<file path="src/rtl/bitserial_subtractor.sv">
// Bit-serial 4-bit subtractor: LED = {borrow, A - B - BIN}, plus a seven-segment view of the result.
// Latency: START sampled at edge N, bits processed at N+1..N+4, result and DONE visible after N+4.
// Backpressure: none; START is ignored while BUSY, and a held START restarts every 5 cycles.
//
// Ports:
//   CLK          system clock, rising edge
//   RSTN         asynchronous active-low reset
//   SW[7:0]      {B, A} operands, unsigned 4-bit each
//   BIN          borrow-in
//   START        level-sampled request, honoured only in IDLE
//   FLIP         display select: 0 = difference bits, 1 = borrow-out
//   LED[4:0]     {last borrow-out, last difference}
//   BUSY         high while shifting
//   DONE         one-cycle pulse after a new result is loaded
//   SLED0..SLED4 active-low seven-segment codes {a,b,c,d,e,f,g}
module bitserial_subtractor (
    input  logic       CLK,
    input  logic       RSTN,
    input  logic [7:0] SW,
    input  logic       BIN,
    input  logic       START,
    input  logic       FLIP,
    output logic [4:0] LED,
    output logic       BUSY,
    output logic       DONE,
    output logic [6:0] SLED0,
    output logic [6:0] SLED1,
    output logic [6:0] SLED2,
    output logic [6:0] SLED3,
    output logic [6:0] SLED4
);

    localparam logic [6:0] SEG_ZERO  = 7'b0000001;
    localparam logic [6:0] SEG_ONE   = 7'b1001111;
    localparam logic [6:0] SEG_BLANK = 7'b1111111;
    localparam logic [6:0] SEG_D     = 7'b1000010;
    localparam logic [6:0] SEG_B     = 7'b1100000;

    typedef enum logic {
        ST_IDLE  = 1'b0,
        ST_SHIFT = 1'b1
    } state_t;

    state_t     r_state;
    state_t     w_state_nxt;
    logic       w_load;
    logic       w_last;

    logic [1:0] r_cnt;
    logic [3:0] r_a;
    logic [3:0] r_b;
    logic       r_br;
    logic [3:0] r_d;
    logic [4:0] r_led;
    logic       r_done;

    logic       w_dbit;
    logic       w_br_nxt;
    logic [3:0] w_d_nxt;

    // Full-subtractor cell on the current LSBs.
    assign w_dbit   = r_a[0] ^ r_b[0] ^ r_br;
    assign w_br_nxt = (~r_a[0] & r_b[0]) | (~(r_a[0] ^ r_b[0]) & r_br);
    // Difference bits enter at the top so after four shifts bit 0 sits at r_d[0].
    assign w_d_nxt  = {w_dbit, r_d[3:1]};

    always_ff @(posedge CLK or negedge RSTN) begin
        if (!RSTN) begin
            r_state <= ST_IDLE;
        end else begin
            r_state <= w_state_nxt;
        end
    end

    always_comb begin
        w_state_nxt = r_state;
        w_load      = 1'b0;
        w_last      = 1'b0;
        case (r_state)
            ST_IDLE: begin
                if (START) begin
                    w_load      = 1'b1;
                    w_state_nxt = ST_SHIFT;
                end
            end
            ST_SHIFT: begin
                if (r_cnt == 2'd3) begin
                    w_last      = 1'b1;
                    w_state_nxt = ST_IDLE;
                end
            end
            default: w_state_nxt = ST_IDLE;
        endcase
    end

    always_ff @(posedge CLK or negedge RSTN) begin
        if (!RSTN) begin
            r_cnt  <= 2'd0;
            r_a    <= 4'd0;
            r_b    <= 4'd0;
            r_br   <= 1'b0;
            r_d    <= 4'd0;
            r_led  <= 5'd0;
            r_done <= 1'b0;
        end else begin
            r_done <= w_last;
            if (w_load) begin
                // Operands are captured here so later SW/BIN changes cannot disturb the run.
                r_a   <= SW[3:0];
                r_b   <= SW[7:4];
                r_br  <= BIN;
                r_cnt <= 2'd0;
            end else if (r_state == ST_SHIFT) begin
                r_a   <= {1'b0, r_a[3:1]};
                r_b   <= {1'b0, r_b[3:1]};
                r_br  <= w_br_nxt;
                r_d   <= w_d_nxt;
                r_cnt <= r_cnt + 2'd1;
                if (w_last) begin
                    r_led <= {w_br_nxt, w_d_nxt};
                end
            end
        end
    end

    assign LED  = r_led;
    assign BUSY = (r_state == ST_SHIFT);
    assign DONE = r_done;

    always_comb begin
        SLED0 = SEG_BLANK;
        SLED1 = SEG_BLANK;
        SLED2 = SEG_BLANK;
        SLED3 = SEG_BLANK;
        SLED4 = SEG_BLANK;
        if (FLIP) begin
            SLED0 = r_led[4] ? SEG_ONE : SEG_ZERO;
            SLED4 = SEG_B;
        end else begin
            SLED0 = r_led[0] ? SEG_ONE : SEG_ZERO;
            SLED1 = r_led[1] ? SEG_ONE : SEG_ZERO;
            SLED2 = r_led[2] ? SEG_ONE : SEG_ZERO;
            SLED3 = r_led[3] ? SEG_ONE : SEG_ZERO;
            SLED4 = SEG_D;
        end
    end

endmodule

</file>
<file path="config.mk">
export PLATFORM = sky130hd
export DESIGN_NAME = bitserial_subtractor
export DESIGN_NICKNAME = d
export VERILOG_FILES = /design/src/rtl/bitserial_subtractor.sv
export SDC_FILE = /design/constraint.sdc
export NUM_CORES = 1
export LEC_CHECK = 0
export CORE_AREA = 2 2 60 62
export DETAILED_ROUTE_END_ITERATION = 16
export DIE_AREA = 0 0 62 64
export PLACE_DENSITY = 0.74
export SLEW_MARGIN = 20
export SYNTH_ARGS = -nofsm -noshare
export SYNTH_HDL_FRONTEND = slang
export SYNTH_SLANG_ARGS = --single-unit
</file>
<file path="constraint.sdc">
create_clock -name CLK -period 1.3 [get_ports CLK]
set_clock_uncertainty 0.05 [all_clocks]
set_input_delay 0.195 -clock CLK [delete_from_list [all_inputs] [get_ports CLK]]
set_output_delay 0.195 -clock CLK [all_outputs]
set_load 0.03 [all_outputs]
</file>
======== Word-level counts from Yosys, hierarchy flattened ========
Cells that the tools add are included.
storage, ports and cells
  output and inout port bits .............. 42
  bits of input ports ..................... 13
  bits in registers ....................... 22
  logic and storage cells ................. 46
cells by class
  $add $sub $neg .......................... 1
  bitwise operators ....................... 9
  mux-type cells .......................... 24
  reduce and logical (&&, ||, !) cells .... 3
  equal/unequal tests ..................... 1
operator list
  operator                                                       number
  7-bit two-way mux                                              9
  4-bit two-way mux                                              4
  1-bit two-way mux                                              7
  6-bit two-way mux                                              1
  2-bit two-way mux                                              2
  1-bit inverter                                                 4
  3-bit AND reduction                                            1
  2-bit by 1-bit adder with 2-bit output, second input constant  1
  1-bit AND                                                      2
  2-bit == test, second input constant                           1
  1-bit one-hot mux with 2 select lines                          1
  2-bit AND reduction                                            1
  2-bit nonzero test                                             1
  1-bit bitwise XOR                                              2
  1-bit bitwise OR                                               1

======== Longest topological paths before layout ========
Gate-level depths: netlist of run 1.
  depth in word-level cells ............... 6
  depth in mapped cells ................... 4

======== Least setup slack after synthesis of run 1 ========
Ideal clock, no wire load.
  kind .................................... reg-to-output
  start ................................... register r_led[3] (netlist: LED[3])
  end ..................................... output SLED3[2]
  stages on the path, launching flop included .. 3
  arrival ................................. 1.118 ns
  setup slack ............................. -0.063 ns
  required time ........................... 1.055 ns
  path through ............................ dfrtp_1 -> or2_2 -> buf_4
on the way
  cells in the longest elaborated chain, start to end .. 2
RTL lines
  item                    RTL line  source
  from (decl)             54        logic [4:0] r_led;
  from (signal assigned)  120       r_led <= {w_br_nxt, w_d_nxt};
  7-bit two-way mux       143       SLED3 = r_led[3] ? SEG_ONE : SEG_ZERO;
  7-bit two-way mux       136       if (FLIP) begin
  to (decl)               29        output logic [6:0] SLED3,
Every way passes these cells.

======== Worst setup path after layout of run 1 ========
  start ................................... register r_led[2] (netlist: LED[2])
  end ..................................... output SLED2[6]
on the way
  cells in the longest elaborated chain, start to end .. 2
RTL lines
  item               RTL line  source
  7-bit two-way mux  142       SLED2 = r_led[2] ? SEG_ONE : SEG_ZERO;
  7-bit two-way mux  136
  to (decl)          28        output logic [6:0] SLED2,
Every way passes these cells.

==> impl_metrics.json, run 1 <==
{
  "startpoint_type": "flop",
  "grt_usage_pct": 11.64,
  "htreeDepth": 1,
  "fmax_ghz": 0.6776,
  "avgRoutedWirePerCell_um": 11.49,
  "drive_gt1_share_pct": 48.34,
  "clk_pin_slew_worst_paths_ps": 110,
  "startpoint": "LED[2]",
  "gp_congestion": 0.7257,
  "antenna_found_initial": 0,
  "ant_nets": 0,
  "hold_viol": 0,
  "r2r_end": "LED[3]",
  "setup_ws_ps": -175.7,
  "ys_async_sr_fraction_pct": 100.0,
  "netlist_area_mm2": 0.001190,
  "row_count": 21,
  "fill_cells": 318,
  "via_per_inst": 4.107,
  "crit_type": "flop to output pin",
  "cts.path.max_buffers": 2,
  "drc": 0,
  "synth-seq-cells": 21,
  "reg2reg_depth": 3,
  "gr-total-overflow": 0,
  "fin_crit_ps": 1476,
  "synth_edf_count": 0,
  "port_buffers": 43,
  "status": "finished, violations left",
  "violations": "negative setup slack",
  "core_area_mm2": 0.003284,
  "fin_nets": 167,
  "firstDrtPassIters": 2,
  "antenna_cells": 0,
  "synth.avg_cell_area_um2": 11.33,
  "critPathMaxFanout": 4,
  "final_cells": 197,
  "syn_to_final_growth_pct": 40.59,
  "final_cell_mix": "buf_4 (30), buf_6 (22), dfrtp_1 (20)",
  "hpwl_mm": 1.668,
  "rrSetupSlack_ps": -50,
  "dieHeight_um": 64,
  "crit_end": "SLED2[6]",
  "ys_seq_area_share_pct": 44.16,
  "grt_pass1_wl_mm": 3.491,
  "fp.dieW_um": 62,
  "fin_crit_sh_pct": 113.5,
  "r2r_start": "r_br",
  "via_count": 809,
  "irDropWorstVdd_mv": 1.052,
  "whs_ps": 181.7,
  "io_pins": 55,
  "start_util_pct": 36.23,
  "grt_pass1_vias": 781,
  "slew_viol_final": 0,
  "yosysWarnings": 0,
  "dp.cells": 181,
  "setup_viol": 19,
  "ys_types": 19,
  "cts_root_buf": "clkbuf_4",
  "fin_util_pct": 50.93,
  "die-area_mm2": 0.003968,
  "mostFrequentLayoutCell": "buf_4",
  "crit_arrival_ps": 1230,
  "drtIter0Drc": 1,
  "p_per_area_mw_per_mm2": 2432,
  "drv_cap": 0,
  "grt_max_degree": 22,
  "wirelength_mm": 2.264,
  "power_leakage_nw": 0.8774,
  "clk_latency_ps": 290,
  "hold_buffers": 0,
  "endpoint_kind": "output pin",
  "cts_buffers": 3,
  "cts_tree": "yes",
  "synth_ff_type": "dfrtp_1",
  "grt_setup_unrepaired": "yes",
  "critPathRequiredTime_ps": 1050,
  "syn_inst": 105,
  "power_mw": 4.068,
  "hp-class": "input port to asynchronous set/reset pin",
  "numClockSinks": 21
}
## routing by layer
layer / global-route usage (%) / vias to the layer above / share of wire, %
met5: 0 / - / 0
met4: 0.7979 / 0 / 0
li1: - / 390 / -
met2: 22.40 / 47 / 53
met3: 4.049 / 0 / 10
met1: 12.04 / 372 / 37
## worst min-delay path by stage
stage                      start  endpoint  cells after the start
after detailed placement  r_b[1]    r_b[0]                      2
final                       RSTN      BUSY                      2
after floorplan             RSTN      BUSY                      0
after CTS                   RSTN    r_a[0]                      2
after global placement    r_a[2]    r_a[1]                      2
after global routing        RSTN  r_cnt[0]                      2
## registers in the layout (all words and copies together), names as in the netlist
name,count
r_b,4
r_br,1
DONE,1
LED,5
r_cnt,2
r_a,4
r_d,3
BUSY,1
## critical path: stages, from the launching register on
cell and delay, ps:
dfrtp_1 420, buf_6 120, or2_4 250, buf_6 150
## kinds of logic (layout without fill, tap and decap cells)
logic type | Yosys count | after routing | synth area share, %
simple gates | 13 | 13 | 5.363
other cells | 2 | 11 | 0.6312
mux | 20 | 20 | 19.66
fa+ha+maj | 2 | 2 | 2.734
compound gates | 8 | 8 | 3.680
flops | 21 | 21 | 44.16
buf+inv | 39 | 76 | 23.76
## report_power, final
group          internal (mW)  leakage, nW  total, mW  switching [mW]
Sequential             0.937        0.260       1.12           0.184
Combinational           1.37        0.600       2.65            1.27
Clock                  0.114       0.0177      0.299           0.184
Total                   2.42        0.877       4.07            1.64
## area by class of cell
class | count | area (um2) | area share (%)
repair buffers | 67 | 611.8 | 36.57
flip-flops and latches | 21 | 526.8 | 31.49
multi-input cells | 54 | 430.4 | 25.73
well taps | 46 | 57.56 | 3.441
clock buffers | 3 | 22.52 | 1.346
inverters | 5 | 18.77 | 1.122
clock inverters | 1 | 5.005 | 0.2992
## timing repair
item                       in CTS  in global routing
setup buffers                   7                  6
gates resized for setup        54                  8
gates cloned                    0                  0
setup endpoints to repair      31                 26
pin swaps                       2                  1
## synth_stat cells (2+ instances only)
cell type	number	area [um2]
buf_4	31	232.7
conb_1	2	7.510
dfrtp_1	21	525.5
inv_1	5	18.77
mux2_2	3	33.78
mux2_4	6	90.09
mux2i_1	11	110.1
nand2_1	6	22.52
nor2_1	3	11.26
o21ai_0	6	30.03
or2_2	3	18.77
## stage by stage
stage,TNS (ps),cell area [um2],setup WS [ps]
2_1_floorplan,0,1235,6.031
3_3_place_gp,-4716,1491,-566.3
3_5_place_dp,-5565,1491,-597.2
4_1_cts,-2532,1632,-178.7
5_1_grt,-3288,1673,-218.8
6_report,-2426,1673,-175.7
No activity file was read; power rests on OpenSTA's default activity.
==> run 2: changes to the inputs <==
Settings changed: CORE_AREA 2 2 60 62 to 2 2 57 59, DIE_AREA 0 0 62 64 to 0 0 59 61, GPL_ROUTABILITY_DRIVEN set to 0, PLACE_DENSITY 0.74 to 0.78.
Clock period 1.3 ns to 1.4 ns, I/O delays scaled along.
==> run 2 against run 1 <==
The flow still finishes with violations (negative setup slack). Sequential share of layout area increased by 2.8 points. Sequential power decreased by 6%. Non-clock buffer count decreased by 13. Die area decreased by 9.3%. Via count decreased by 6.1%. Global-route usage increased by 0.47 points. Routed wire length decreased by 14%. Clock power decreased by 5%. Count of clock-buffer cells in the layout increased by 1. Largest cell class is now sequential cells. Largest power group unchanged.
==> impl_metrics.json, run 2 (synthesis results as in run 1) <==
{
  "gr-total-overflow": 0,
  "cts_root_buf": "clkbuf_4",
  "port_buffers": 43,
  "mostFrequentLayoutCell": "dfrtp_1",
  "die-area_mm2": 0.003599,
  "fill_cells": 269,
  "slew_viol_final": 0,
  "syn_to_final_growth_pct": 29.23,
  "crit_type": "flop to output pin",
  "drv_cap": 0,
  "endpoint_kind": "output pin",
  "hold_viol": 0,
  "hold_buffers": 0,
  "hpwl_mm": 1.526,
  "dieHeight_um": 61,
  "core_area_mm2": 0.002953,
  "fin_nets": 154,
  "reg2reg_depth": 3,
  "setup_ws_ps": -1.114,
  "cts.path.max_buffers": 2,
  "row_count": 20,
  "fmax_ghz": 0.7137,
  "fin_crit_sh_pct": 100.1,
  "drive_gt1_share_pct": 42.75,
  "wirelength_mm": 1.944,
  "fin_util_pct": 52.08,
  "irDropWorstVdd_mv": 0.8972,
  "multiInputGateArea_um2": 426.7,
  "avgRoutedWirePerCell_um": 11.37,
  "critPathRequiredTime_ps": 1140,
  "via_per_inst": 4.444,
  "grt_usage_pct": 12.12,
  "seq_area_um2": 526.8,
  "grt_setup_unrepaired": "yes",
  "grt_max_degree": 22,
  "p_per_area_mw_per_mm2": 2218,
  "grt_pass1_wl_mm": 3.263,
  "ant_nets": 0,
  "fin_crit_ps": 1401,
  "whs_ps": 192.3,
  "firstDrtPassIters": 4,
  "cts_buffers": 3,
  "via_count": 760,
  "startpoint_type": "flop",
  "critPathMaxFanout": 4,
  "place_area_mm2": 0.001496,
  "final_cell_mix": "dfrtp_1 (20), buf_4 (19), buf_6 (16)",
  "grt_pass1_vias": 739,
  "drc": 0,
  "antenna_cells": 0,
  "met1_length_um": 765,
  "htreeDepth": 1,
  "antenna_found_initial": 0,
  "fp.dieW_um": 59,
  "top_layer_used": "met4",
  "drtIter0Drc": 10,
  "wl_met3_um": 204,
  "start_util_pct": 40.30,
  "wl_met2_um": 971,
  "io_pins": 55,
  "power_leakage_nw": 0.8065,
  "status": "finished, violations left",
  "cts_tree": "yes",
  "hp-class": "input port to asynchronous set/reset pin",
  "setup_viol": 3,
  "post-route-cell-area_mm2": 0.001538,
  "violations": "negative setup slack",
  "clk_pin_slew_worst_paths_ps": 110,
  "crit_arrival_ps": 1140,
  "largest_reg_flops": 5,
  "numClockSinks": 21,
  "clk_latency_ps": 300
}
## run 2: cell types whose count changed in the layout (fill, tap and decap cells not counted), sizes merged
| cell | before | now |
|---|---|---|
| clkbuf | 5 | 4 |
| buf | 52 | 41 |
| clkinv | 1 | 0 |
## run 2: metal layers
metal | up-vias | global-route usage [%]
li1 | 362 | -
met1 | 345 | 12.38
met2 | 49 | 23.65
met3 | 4 | 4.691
met4 | 0 | 1.948
met5 | - | 0
## run 2: cell type report
class | count | area share [%]
Sequential cell | 21 | 34.26
Timing Repair Buffer | 54 | 32.38
Multi-Input combinational cell | 54 | 27.75
Tap cell | 33 | 2.685
Clock buffer | 4 | 1.709
Inverter | 5 | 1.221
## run 2: power by group
group          switching [mW]  internal [mW]  total (mW)
combinational            1.08          0.999        2.08
clock                   0.172          0.111       0.283
sequential              0.179          0.869        1.05
## run 2: path summary, 6_finish.rpt
kind                       slack (ps)  startpoint        to
setup / recovery                   -1      LED[0]  SLED0[3]
hold / removal                    190        RSTN    r_b[2]
max in group asynchronous         870        RSTN      BUSY
hold reg to reg                   450      r_b[3]    r_b[2]
setup reg to reg                   50      r_b[0]    LED[3]
min in group CLK                  450      r_b[3]    r_b[2]
## run 2: per-stage QoR
step	power [mW]	worst slack, ps	cells	setup TNS, ps
after floorplan	2.529	22.29	114	0
after global placement	3.061	-720.6	166	-10260
after detailed placement	3.126	-785.1	166	-11160
after CTS	3.410	-155.2	170	-183.3
after global routing	3.647	-63.07	171	-379.1
final	3.411	-1.114	171	-1.697
## run 2: repair_timing
action,in CTS,in global routing
pin swaps,0,1
resized for setup,120,33
buffers inserted,0,1
setup endpoints to repair,24,20
## run 2: worst max-delay path, stage by stage (launching register included)
cell and delay (ps):
dfrtp_1 390, mux2_4 310, buf_6 150
